## src/rtl/move_pkg.sv

```systemverilog
// ---------------------------------------------------------------------------
// move_pkg
// Shared types and constants for the move receiver: the receive FSM state
// type, the width of a move, the board size and a helper that turns a cell
// index into a one-hot board mask.
// Ports: none (package).
// ---------------------------------------------------------------------------
package move_pkg;

  localparam int MOVE_W    = 4;
  localparam int NUM_CELLS = 9;
  localparam int MAX_CELL  = 8;

  typedef enum logic [1:0] {
    WAIT_REQ,
    ACK_HI,
    CHECK,
    DONE
  } rxState_e;

  // One-hot mask of a cell; indices past the last cell shift out to zero.
  function automatic logic [NUM_CELLS-1:0] cellMask(input logic [MOVE_W-1:0] idx);
    cellMask = NUM_CELLS'(1) << idx;
  endfunction

endpackage

```

## src/rtl/move_receiver_if.sv

```systemverilog
// ---------------------------------------------------------------------------
// move_receiver_if
// Bundles the sender handshake, the consumer handshake and the board status
// of the move receiver.
// Signals:
//   dt          sender data-request strobe (4-phase)
//   bit0        serial data bit, valid while dt=1
//   ack         receiver acknowledge to the sender
//   move_taken  consumer has taken the presented move
//   clear_board clears the occupancy mask
//   move        received cell index
//   move_valid  one-cycle pulse when a legal move is presented
//   senack      a legal move is held and awaits move_taken
//   move_err    one-cycle pulse when a frame is rejected
//   occupied    cells already claimed by received moves
// Modports: master (sender/consumer side), slave (receiver side).
// ---------------------------------------------------------------------------
interface move_receiver_if;
  import move_pkg::*;

  logic                 dt;
  logic                 bit0;
  logic                 ack;
  logic                 move_taken;
  logic                 clear_board;
  logic [MOVE_W-1:0]    move;
  logic                 move_valid;
  logic                 senack;
  logic                 move_err;
  logic [NUM_CELLS-1:0] occupied;

  modport master (
    output dt, bit0, move_taken, clear_board,
    input  ack, move, move_valid, senack, move_err, occupied
  );

  modport slave (
    input  dt, bit0, move_taken, clear_board,
    output ack, move, move_valid, senack, move_err, occupied
  );

endinterface

```

## src/rtl/move_receiver_sync2.sv

```systemverilog
// ---------------------------------------------------------------------------
// sync2
// Two-flop synchronizer for a single asynchronous bit.
// Ports:
//   clk   rising-edge clock
//   reset synchronous active-high reset (clears both flops)
//   i_d   asynchronous input
//   o_q   synchronized output, two clocks behind i_d
// ---------------------------------------------------------------------------
module sync2 (
  input  logic clk,
  input  logic reset,
  input  logic i_d,
  output logic o_q
);

  logic r_meta;
  logic r_sync;

  // First flop may go metastable; the second gives it a full cycle to settle.
  always_ff @(posedge clk) begin
    if (reset) begin
      r_meta <= 1'b0;
      r_sync <= 1'b0;
    end else begin
      r_meta <= i_d;
      r_sync <= r_meta;
    end
  end

  assign o_q = r_sync;

endmodule

```

## src/rtl/move_receiver.sv

```systemverilog
// ---------------------------------------------------------------------------
// move_receiver
// Receives 4-bit moves MSB first over a 4-phase dt/ack handshake (one
// handshake per bit), rejects values past the last cell or already-claimed
// cells, presents legal moves with move_valid/senack until move_taken, and
// keeps the board occupancy mask.
// Ports:
//   clk   rising-edge clock
//   reset synchronous active-high reset
//   bus   move_receiver_if.slave (dt, bit0, move_taken, clear_board in;
//         ack, move, move_valid, senack, move_err, occupied out)
// Build option:
//   MOVE_RX_SYNC_EN  when defined, dt and bit0 pass through sync2
//                    synchronizers (every dt-related latency grows by 2).
// ---------------------------------------------------------------------------
module move_receiver
  import move_pkg::*;
(
  input  logic           clk,
  input  logic           reset,
  move_receiver_if.slave bus
);

  logic w_dt;
  logic w_bit0;

`ifdef MOVE_RX_SYNC_EN
  sync2 u_syncDt (
    .clk   (clk),
    .reset (reset),
    .i_d   (bus.dt),
    .o_q   (w_dt)
  );

  sync2 u_syncBit0 (
    .clk   (clk),
    .reset (reset),
    .i_d   (bus.bit0),
    .o_q   (w_bit0)
  );
`else
  assign w_dt   = bus.dt;
  assign w_bit0 = bus.bit0;
`endif

  rxState_e             r_state;
  rxState_e             w_nextState;
  logic [1:0]           r_count;
  logic [MOVE_W-1:0]    r_shift;
  logic [MOVE_W-1:0]    r_move;
  logic                 r_moveValid;
  logic                 r_senack;
  logic                 r_moveErr;
  logic [NUM_CELLS-1:0] r_occupied;
  logic [NUM_CELLS-1:0] w_cellMask;
  logic [NUM_CELLS-1:0] w_board;
  logic                 w_legal;
  logic                 w_sample;
  logic                 w_bitDone;
  logic                 w_accept;
  logic                 w_reject;
  logic                 w_release;

  // A board cleared in the same cycle as the check counts as empty, so a
  // move onto a cell that is being cleared is accepted.
  assign w_cellMask = cellMask(r_shift);
  assign w_board    = bus.clear_board ? '0 : r_occupied;
  assign w_legal    = (int'(r_shift) <= MAX_CELL) && ((w_board & w_cellMask) == '0);

  // Next-state and per-cycle control strobes for the receive handshake.
  // In DONE, dt is deliberately ignored so the sender is held off until the
  // consumer takes the move.
  always_comb begin
    w_nextState = r_state;
    w_sample    = 1'b0;
    w_bitDone   = 1'b0;
    w_accept    = 1'b0;
    w_reject    = 1'b0;
    w_release   = 1'b0;
    case (r_state)
      WAIT_REQ: begin
        if (w_dt) begin
          w_sample    = 1'b1;
          w_nextState = ACK_HI;
        end
      end
      ACK_HI: begin
        if (!w_dt) begin
          w_bitDone   = 1'b1;
          w_nextState = (r_count == 2'd3) ? CHECK : WAIT_REQ;
        end
      end
      CHECK: begin
        if (w_legal) begin
          w_accept    = 1'b1;
          w_nextState = DONE;
        end else begin
          w_reject    = 1'b1;
          w_nextState = WAIT_REQ;
        end
      end
      DONE: begin
        if (bus.move_taken) begin
          w_release   = 1'b1;
          w_nextState = WAIT_REQ;
        end
      end
      default: w_nextState = WAIT_REQ;
    endcase
  end

  // State, shift register, bit counter and presented move. The 2-bit
  // counter wraps to zero on the fourth bit, so every frame starts at 0.
  always_ff @(posedge clk) begin
    if (reset) begin
      r_state     <= WAIT_REQ;
      r_count     <= 2'd0;
      r_shift     <= '0;
      r_move      <= '0;
      r_moveValid <= 1'b0;
      r_senack    <= 1'b0;
      r_moveErr   <= 1'b0;
    end else begin
      r_state     <= w_nextState;
      r_moveValid <= w_accept;
      r_moveErr   <= w_reject;
      if (w_sample) begin
        r_shift <= {r_shift[MOVE_W-2:0], w_bit0};
      end
      if (w_bitDone) begin
        r_count <= r_count + 2'd1;
      end
      if (w_accept) begin
        r_move   <= r_shift;
        r_senack <= 1'b1;
      end else if (w_release) begin
        r_senack <= 1'b0;
      end
    end
  end

  // Board occupancy. A clear coinciding with an accepted move leaves only
  // the newly claimed cell.
  always_ff @(posedge clk) begin
    if (reset) begin
      r_occupied <= '0;
    end else if (bus.clear_board) begin
      r_occupied <= w_accept ? w_cellMask : '0;
    end else if (w_accept) begin
      r_occupied <= r_occupied | w_cellMask;
    end
  end

  assign bus.ack        = (r_state == ACK_HI);
  assign bus.move       = r_move;
  assign bus.move_valid = r_moveValid;
  assign bus.senack     = r_senack;
  assign bus.move_err   = r_moveErr;
  assign bus.occupied   = r_occupied;

endmodule

```

## src/flat_wrapper.sv

```systemverilog
// flat-port wrapper written by rule: the top's interface ports become plain ports
module move_receiver_flat import move_pkg::*;
  (clk, reset, bus_dt, bus_bit0, bus_move_taken, bus_clear_board, bus_ack, bus_move, bus_move_valid, bus_senack, bus_move_err, bus_occupied);
  move_receiver_if bus_i ();
  input  logic clk;
  input  logic reset;
  input wire logic [$bits(bus_i.dt)-1:0] bus_dt;
  input wire logic [$bits(bus_i.bit0)-1:0] bus_bit0;
  input wire logic [$bits(bus_i.move_taken)-1:0] bus_move_taken;
  input wire logic [$bits(bus_i.clear_board)-1:0] bus_clear_board;
  output wire logic [$bits(bus_i.ack)-1:0] bus_ack;
  output wire logic [$bits(bus_i.move)-1:0] bus_move;
  output wire logic [$bits(bus_i.move_valid)-1:0] bus_move_valid;
  output wire logic [$bits(bus_i.senack)-1:0] bus_senack;
  output wire logic [$bits(bus_i.move_err)-1:0] bus_move_err;
  output wire logic [$bits(bus_i.occupied)-1:0] bus_occupied;
  assign bus_i.dt = bus_dt;
  assign bus_i.bit0 = bus_bit0;
  assign bus_i.move_taken = bus_move_taken;
  assign bus_i.clear_board = bus_clear_board;
  assign bus_ack = bus_i.ack;
  assign bus_move = bus_i.move;
  assign bus_move_valid = bus_i.move_valid;
  assign bus_senack = bus_i.senack;
  assign bus_move_err = bus_i.move_err;
  assign bus_occupied = bus_i.occupied;
  move_receiver u_core (.clk(clk), .reset(reset), .bus(bus_i));
endmodule
```

## config.mk

```make
export PLATFORM = sky130hd
export DESIGN_NAME = move_receiver_flat
export DESIGN_NICKNAME = d
export VERILOG_FILES = /design/src/rtl/move_pkg.sv /design/src/rtl/move_receiver_if.sv /design/src/rtl/move_receiver_sync2.sv /design/src/rtl/move_receiver.sv /design/src/flat_wrapper.sv
export SDC_FILE = /design/constraint.sdc
export NUM_CORES = 1
export LEC_CHECK = 0
export CORE_ASPECT_RATIO = 0.7
export CORE_UTILIZATION = 50
export DETAILED_ROUTE_END_ITERATION = 12
export GPL_ROUTABILITY_DRIVEN = 0
export GPL_TIMING_DRIVEN = 0
export PLACE_DENSITY = 0.74
export SLEW_MARGIN = 30
export SYNTH_ARGS = -nofsm -noshare
export SYNTH_HDL_FRONTEND = slang
export SYNTH_SLANG_ARGS = --single-unit
```

## constraint.sdc

```tcl
create_clock -name clk -period 2.05 [get_ports clk]
set_input_delay 0.615 -clock clk [delete_from_list [all_inputs] [get_ports clk]]
set_output_delay 0.615 -clock clk [all_outputs]
set_load 0.02 [all_outputs]
```

==> results.py <==
metrics = {
    "floorplanning": {
        "core_area_um2": 2170,
        "die_y_um": 42.3,
        "die_area_um2": 2520,
        "die_w_um": 59.5,
        "start_util": 0.533,
        "num_rows": 14,
        "io_pins": 23,
    },
    "timing": {
        "hold_viol_final": 0,
        "max_freq_mhz": 515,
        "worstMarginPinSlew_ns": 0.585,
        "rsz0062_at_grt": "false",
        "relSlewSlack": 0.608,
        "slew_viol_final": 0,
        "finalSetupViolations": 0,
        "fin_crit_sh": 0.947,
        "worst_clock_skew_ns": 0.00861,
        "setup_ws_ns": 0.110,
        "fin_crit_ns": 1.94,
    },
    "setup_path": {
        "critPathKind": "register to output port",
        "worst_r2r_path_depth": 6,
        "crit_path_max_incr_delay_ns": 0.62,
        "reg2reg_setup_slack_ns": 0.26,
        "cp_num_buf_inv": 1,
        "path_max_fanout": 3,
        "path_cells": "clkdlybuf4s50_1",
        "cp_slowest_cell": "clkdlybuf4s50_1",
        "r2r-start": "u_core.r_shift[1]",
        "worst_setup_path_end_kind": "output port",
        "critPathRequiredTime_ns": 1.43,
        "cp-startpoint": "u_core.bus.occupied[3]",
        "critPathArrivalTime_ns": 1.33,
        "crit_path_start_kind": "register",
        "critical-path-top-delay-family": "buffers and inverters",
        "rr_endpoint": "u_core.bus.occupied[2]",
    },
    "hold_path": {
        "hold_path.class": "register to register",
        "holdPathStages": 2,
        "min_to": "u_core.bus.senack",
        "worstHoldStart": "u_core.bus.senack",
    },
    "synthesis": {
        "ys.flop_type": "dfxtp_1",
        "syn_area_um2": 1160,
        "syn-mean-instance-area_um2": 10.2,
        "yosysWarnings": 0,
        "synth_edf_count": 0,
        "synth_nets": 121,
        "postSynth.asyncResetShare": 0,
        "ys_ff_latch": 24,
        "syn_inst": 114,
        "synth_cell_types": 40,
        "ys_seq_area_frac": 0.415,
    },
    "clocking": {
        "cts_made_buffers": 3,
        "clk_latency_ns": 0.32,
        "clk_pin_slew_ns": 0.12,
        "root_buffer": "clkbuf_4",
        "cts-htree-levels": 1,
        "cts_tree": "done",
        "clk_path_buf_depth": 2,
        "ctsHoldBuffers": 0,
        "cts_sinks": 24,
    },
    "placed_design": {
        "placed_cells": 168,
        "pre_cts_ws_ns": -0.439,
        "portBuffers": 22,
        "post-dp-hpwl_um": 1780,
    },
    "grt": {
        "grt_usage": 0.220,
        "grt_max_degree": 13,
        "grt_overflow": 0,
        "first_global_vias": 881,
        "antenna_found_initial": 0,
        "grt_pass1_wl_um": 4040,
    },
    "flow_run": {
        "drv_cap": 0,
    },
    "finish": {
        "final_cells": 171,
        "fill_cells": 208,
        "utilization": 0.662,
        "diodes": 0,
        "fin_nets": 148,
        "area_growth_pct": 24.2,
        "drive_gt1_frac": 0.158,
    },
    "route": {
        "drtAntennaViolNets": 0,
        "firstDrtPassIters": 7,
        "via_per_inst": 5.59,
        "wl_um": 2400,
        "drc_errors": 0,
        "drt_iter0_drc": 22,
        "wl_per_cell_um": 14.1,
        "vias": 956,
    },
    "run_status": {
        "status": "finished clean",
    },
    "power": {
        "ir_drop_v": 0.000299,
        "power.density_nw_per_um2": 513,
        "leakagePower_uw": 0.000516,
    },
}
[repair_timing]
action	4_1_cts	5_1_grt
buffers inserted	0	0
endpoints found under the setup margin	9	0
resized for setup	2	0
[logic make-up (layout without fill, tap and decap cells)]
logic type / count (synthesis) / in the layout / share of synthesized area
AO/OA/AOI/OAI: 24 / 24 / 0.175
XOR/XNOR: 1 / 1 / 0.00756
adder cells (fa/ha/maj): 1 / 1 / 0.0108
buffers and inverters: 7 / 32 / 0.0356
flip-flops: 24 / 24 / 0.415
multiplexers: 7 / 7 / 0.0648
AND/OR/NAND/NOR: 50 / 50 / 0.292
[final cells by class]
| type | count | area, um^2 | share of cell area |
|---|---|---|---|
| plain buffers | 6 | 37.5 | 0.0261 |
| inverters | 1 | 3.75 | 0.00261 |
| clock buffers | 3 | 22.5 | 0.0157 |
| repair buffers | 22 | 218 | 0.151 |
| well taps | 32 | 40.0 | 0.0278 |
| multi-input cells | 83 | 637 | 0.443 |
| flip-flops and latches | 24 | 480 | 0.334 |
[worst reg2reg max path: cells and delay by family (launching register included)]
family                 cells  cell delay (ns)
buffers and inverters      1             0.19
flip-flops                 1             0.36
multiplexers               1             0.25
AO/OA/AOI/OAI              2             0.36
AND/OR/NAND/NOR            2             0.60
[worst max-delay path by stage]
stage / endpoint / depth (start not counted)
5_1_grt: bus_occupied[6] / 1
4_1_cts: bus_occupied[3] / 1
6_report: bus_occupied[3] / 1
3_5_place_dp: u_core.bus.occupied[2] / 6
3_3_place_gp: u_core.bus.occupied[2] / 6
2_1_floorplan: u_core.bus.occupied[2] / 5
[registers in the layout, summed over array words and instances (netlist names)]
signal                 cells
u_core.bus.senack          1
u_core.r_count             2
u_core.bus.move_err        1
u_core.r_state             2
u_core.bus.move_valid      1
u_core.r_shift             4
u_core.bus.occupied        9
u_core.bus.move            4
[report_power, final]
group	internal, uW	switching (uW)	leakage (uW)
combinational	26.9	31.0	0.000308
clock	69.0	135	0.0000138
sequential	471	4.20	0.000194
total	567	171	0.000516
[cells in the final DEF, fill, tap and decap left out, types with 2 or more instances in the layout]
master	instances
nand2b_1	6
clkbuf_4	4
or2_2	2
nor2b_1	5
dfxtp_1	24
clkbuf_1	3
dlygate4sd2_1	2
nand4b_1	3
a32o_1	7
a31o_1	2
clkdlybuf4s50_1	20
a21oi_1	6
nor3b_1	3
nor2_1	12
and2_1	2
mux2i_1	6
nand2_1	5
o21ai_1	3
[cells in the mapped netlist, types with 2 or more instances]
cell / instances / area, um^2
a21oi_1: 6 / 30.0
a31o_1: 2 / 17.5
a32o_1: 7 / 70.1
and2_1: 2 / 12.5
clkbuf_1: 3 / 11.3
dfxtp_1: 24 / 480
mux2i_1: 6 / 60.1
nand2_1: 5 / 18.8
nand2b_1: 6 / 37.5
nand4b_1: 3 / 26.3
nor2_1: 12 / 45.0
nor2b_1: 5 / 31.3
nor3b_1: 3 / 22.5
o21ai_1: 3 / 15.0
or2_2: 2 / 12.5
[stage by stage]
step | power [uW] | TNS, ns | instance area [um^2] | hold slack (ns)
finish | 737 | 0 | 1440 | 0.462
global route | 771 | 0 | 1440 | 0.507
CTS | 745 | 0 | 1440 | 0.466
detailed placement | 545 | -5.86 | 1420 | 0.448
global placement | 543 | -5.45 | 1420 | 0.441
floorplan | 521 | 0 | 1160 | 0.465
[routing by layer]
layer	vias to the layer above	share of wire	global-route usage
li1	468	-	-
met1	447	0.48	0.301
met3	7	0.058	0.0648
met4	0	0.014	0.0651
met5	-	0	0
met2	34	0.45	0.337
Power figures use the tool's default switching activity.
==> RTL edit 1 (config.mk and constraints unchanged) <==
The package constant `MAX_CELL` goes from 8 to 6.
--- a/src/rtl/move_pkg.sv
+++ b/src/rtl/move_pkg.sv
@@ -11,3 +11,3 @@
   localparam int NUM_CELLS = 9;
-  localparam int MAX_CELL  = 8;
+  localparam int MAX_CELL  = 6;
 
Behaviour: not the same (a bounded check fails within 10 cycles, from zero or initial values and one cycle with reset high).
==> RTL edit 1 against the unedited design <==
- die area is 12% lower
- clock power increased by 21%
- power up 5.0%
- sequential cell count unchanged
- critical path depth increased by 5
- synthesized area fell by 13%
- design area shrank 10%
- setup slack worse by 43 ps
- wire length decreased by 9.2%
==> RTL edit 1: results (changes against the unedited design) <==
* Status: complete, no violations
* Drt initial violations at 33 (+50%)
* Avg WL per Cell at 14.1 µm (+0.23%)
* Worst EP arrival at 2210 ps (+880 ps)
* Nets at 141 (-4.7%)
* Top cell family by delay on the critical path: simple AND/OR/NAND/NOR gates
* Clock Skews at 1.98 ps (-6.63 ps)
* Lkg Pwr at 0.481 nW (-6.7%)
* Placed insts at 151 (-10%)
* Port Buffers at 22 (unchanged)
* Reg-to-Reg Start: u_core.r_shift[2]$_SDFFE_PP0P_
* Synth top area cells: dfxtp_1 47%, mux2i_1 4.0%, nor2_1 3.7%
* Cell variety after synth at 35 (-13%)
* Via density at 5.68 (+1.6%)
* Share of layout cells above drive strength 1 at 6.77% (-9.1 points)
* CP max FO at 9 (+6)
* GRT Resource Usage Total at 22.5% (+0.43 points)
* Worst slack, placed at -499 ps (-60.1 ps)
* Largest stage delay, worst path at 390 ps (-230 ps)
* DRT Pass-1 Iters at 4 (-3)
* FF-to-FF End: u_core.bus.occupied[4]$_SDFFE_PP0P_
* Sequential area share after synthesis at 47.4% (+5.9 points)
* R2r setup slk at 230 ps (-30 ps)
* Cell count after synthesis at 107 (-6.1%)
* Least-Margin Pin Slew at 802 ps (+217 ps)
* FMAX at 504 MHz (-2.2%)
* Largest net degree at the start of global routing at 14 (+1)
* Dpl hpwl at 1600 µm (-11%)
* First-pass GRT wire length at 3590 µm (-11%)
* VDD IR max at 0.613 mV (+110%)
* Synth cell count leaders: 24 x dfxtp_1, 10 x nor2_1, 8 x nand2_1
* Slowest cell on crit path: dlygate4sd2_1
* Critical Path Start: bus_clear_board
* Worst Setup EP: u_core.bus.move[0]$_SDFFE_PP0N_
* Worst Hold Launch: u_core.bus.occupied[6]$_SDFFE_PP0P_
* Vias in the first global route at 745 (-15%)
* Vias at 880 (-7.9%)
* Hold endpoint: u_core.bus.occupied[6]$_SDFFE_PP0P_
* Dpl cell area at 1260 µm² (-11%)
* R2R cell count at 5 (-1)
-- RTL edit 1: metrics by stage --
step / util [%] / hold WS (ps)
6_report: 68.6 / 472
5_1_grt: 68.6 / 504
4_1_cts: 68.6 / 474
3_5_place_dp: 66.8 / 456
3_3_place_gp: 66.8 / 442
2_1_floorplan: - / 465
-- RTL edit 1: cell type report --
type,count,area (µm²)
fillers,162,592
flip-flops and latches,24,480
repair buffers,22,218
inverters,3,11.3
plain buffers,5,22.5
multi-input cells,75,499
well taps,22,27.5
clock buffers,4,36.3
-- RTL edit 1: cell families (layout without fill, tap and decap cells) --
group                    count (synthesis)  after routing  synth area share (%)
XOR/XNOR                                 1              1                 0.864
AO/OA/AOI/OAI                           22             22                  15.7
multiplexers                             4              4                  3.95
flip-flops                              24             24                  47.4
AND/OR/NAND/NOR                         47             47                  27.5
buffers and inverters                    8             34                  3.33
adder cells (fa/ha/maj)                  1              1                  1.23
-- RTL edit 1: repair_timing --
| action | CTS | global route |
|---|---|---|
| gates resized for setup | 2 | 0 |
| setup endpoints to repair | 10 | 0 |
| hold endpoints to repair | 0 | 0 |
| buffers inserted | 0 | 0 |
-- RTL edit 1: metal layers --
metal	routed length, µm	global-route usage [%]	vias up	share of wire, %
li1	-	-	438	-
met1	1130	30.5	419	52
met2	915	34.6	21	42
met3	113	6.60	2	5.2
met4	21	7.32	0	0.96
met5	0	0	-	0
-- RTL edit 1: power breakdown --
part / leakage [nW] / internal, mW / switching (mW) / total (mW)
Combinational: 0.266 / 0.0225 / 0.0316 / 0.0541
Sequential: 0.194 / 0.471 / 0.00308 / 0.474
Clock: 0.0210 / 0.109 / 0.137 / 0.246
Total: 0.481 / 0.602 / 0.172 / 0.774
==> RTL edit 2 (config.mk and constraints unchanged) <==
Made on the original files. Re-encode `rxState_e` (4 states) as one-hot, 4 bits wide.
--- a/src/rtl/move_pkg.sv
+++ b/src/rtl/move_pkg.sv
@@ -13,7 +13,7 @@
 
-  typedef enum logic [1:0] {
-    WAIT_REQ,
-    ACK_HI,
-    CHECK,
-    DONE
+  typedef enum logic [3:0] {
+    WAIT_REQ = 4'b0001,
+    ACK_HI   = 4'b0010,
+    CHECK    = 4'b0100,
+    DONE     = 4'b1000
   } rxState_e;
Function: no difference found for any inputs over 10 cycles, from zero or initial values and one cycle with reset high; not proved beyond that.
==> RTL edit 2 against the unedited design <==
- cell count is 13% higher
- global-route usage grew 3.4 points
- design area is 11% higher
- setup slack got worse by 31 ps
- critical path depth unchanged
- synthesized area grew 8.1%
- count of clock-buffer cells in the layout up 1
- wire length grew 26%
- register-to-register slack got worse by 90 ps
- sequential cell count rose by 2
- clock skew shrank 2.6 ps
- critical endpoint is now bus_occupied[7]
Power is not compared: it rests on default switching activity, and its combinational part moved more than twofold at a synthesized area within 25%.
==> RTL edit 2: results (changes against the unedited design) <==
* Synth cell count leaders: 26 x dfxtp_1, 12 x nor2_1, 10 x a21oi_1
* Synth top area cells: dfxtp_1 42%, mux2i_1 4.8%, a21oi_1 4.0%
* Port Buffers at 22 (unchanged)
* Largest net degree at the start of global routing at 15 (+2)
* Post-CTS sizing at 8 (+6)
* Top_reg_cell synth: dfxtp_1
* Lkg Pwr at 0.563 nW
* DRT Pass-1 Iters at 4 (-3)
* Met3 usage at 6.87% (+0.38 points)
* Root Buffer: clkbuf_4
* Cts hold-fix bufs at 0 (unchanged)
* Critical Path Start: u_core.bus.occupied[7]$_SDFFE_PP0P_
* Drt initial violations at 42 (+91%)
* TritonCTS Buffers at 3 (unchanged)
* Share of layout cells above drive strength 1 at 18.6% (+2.8 points)
* First-pass GRT wire length at 5000 µm (+24%)
* Worst slack, placed at -592 ps (-153 ps)
* Average size of a mapped cell at 9.42 µm² (-7.3%)
* Worst-path clk slew at 140 ps (+20 ps)
* Vias in the first global route at 1047 (+19%)
* Post-synthesis mux area share at 4.80% (-1.7 points)
* Fin cells at 193 (+13%)
* Routed wire length at 3030 µm (+26%)
* Met1 Usage GRT at 38.1% (+8.0 points)
* Largest stage delay, worst path at 630 ps
* Worst hold path class: flip-flop to flip-flop
* Met2 wire length at 1340 µm (+25%)
* WL met3 at 206 µm (+48%)
* Max Transition Viols Final at 0 (unchanged)
* Sequential area share after synthesis at 41.6% (+0.090 points)
* Worst-Skew Late Latency at 320 ps (about the same)
* Top cell family by delay on the critical path: buffers and inverters
* Top sig layer: met4
* Sw frac at 27.3%
* H-tree Lvls at 1 (unchanged)
* Max FFs per register at 9 (unchanged)
* Reg-to-Reg Start: u_core.r_state[0]$_SDFFE_PP1P_
* Initial antenna violation count at 0 (unchanged)
* Vias at 1121 (+17%)
* Clock Skews at 6.04 ps (-2.57 ps)
* Cell variety after synth at 44 (+10%)
* Nets at 169 (+14%)
* TNS Setup at 0 ps (unchanged)
* Dpl hpwl at 2150 µm (+20%)
* Post-Synth Adder-Cell Area at 0.999% (-0.081 points)
* Worst EP arrival at 1360 ps (+30 ps)
* GR Util met2 at 37.4% (+3.7 points)
* VDD IR max at 0.472 mV
* Synth Area in Compound Gates at 19.0% (+1.5 points)
* Xor and xnor area share after synthesis at 1.40% (+0.64 points)
* Dpl cell area at 1520 µm² (+7.1%)
* Post-CTS setup buffers at 1 (+1)
* Post-Synthesis Net Count at 140 (+16%)
* Slew margin rel. at 70.2% (+9.4 points)
* GRT Resource Usage Total at 25.4% (+3.4 points)
* Status: complete, no violations
* CP max FO at 3 (unchanged)
* Power Sequential at 548 µW
* Met1 wire length at 1470 µm (+27%)
[RTL edit 2: cell count changes after synthesis, moves of 3 or more]
cell and delta:
or3b_2 +4, nor4b_1 +3, nand4_1 +5, a21oi_1 +4
o21ai_1 -3, o41ai_1 +3, or4_1 +3, o31ai_1 +4
nor2b_1 -4, nor3_1 +4, inv_1 +4, a32o_1 -7
o32ai_1 +4
[RTL edit 2: path summary, 6_finish.rpt]
kind | end | slack [ps] | cells past startpoint
max | bus_occupied[7] | 80 | 1
min | u_core.bus.senack$_SDFFE_PP0P_ | 470 | 2
max reg2reg | u_core.bus.occupied[3]$_SDFFE_PP0P_ | 170 | 5
min reg2reg | u_core.bus.senack$_SDFFE_PP0P_ | 470 | 2
[RTL edit 2: cell type report]
type / count / area [µm²]
multi-input combinational: 93 / 691
fill: 172 / 657
sequential: 26 / 523
timing repair buffer: 24 / 239
buffer: 9 / 55.1
tap: 32 / 40.0
clock buffer: 4 / 36.3
inverter: 5 / 18.8
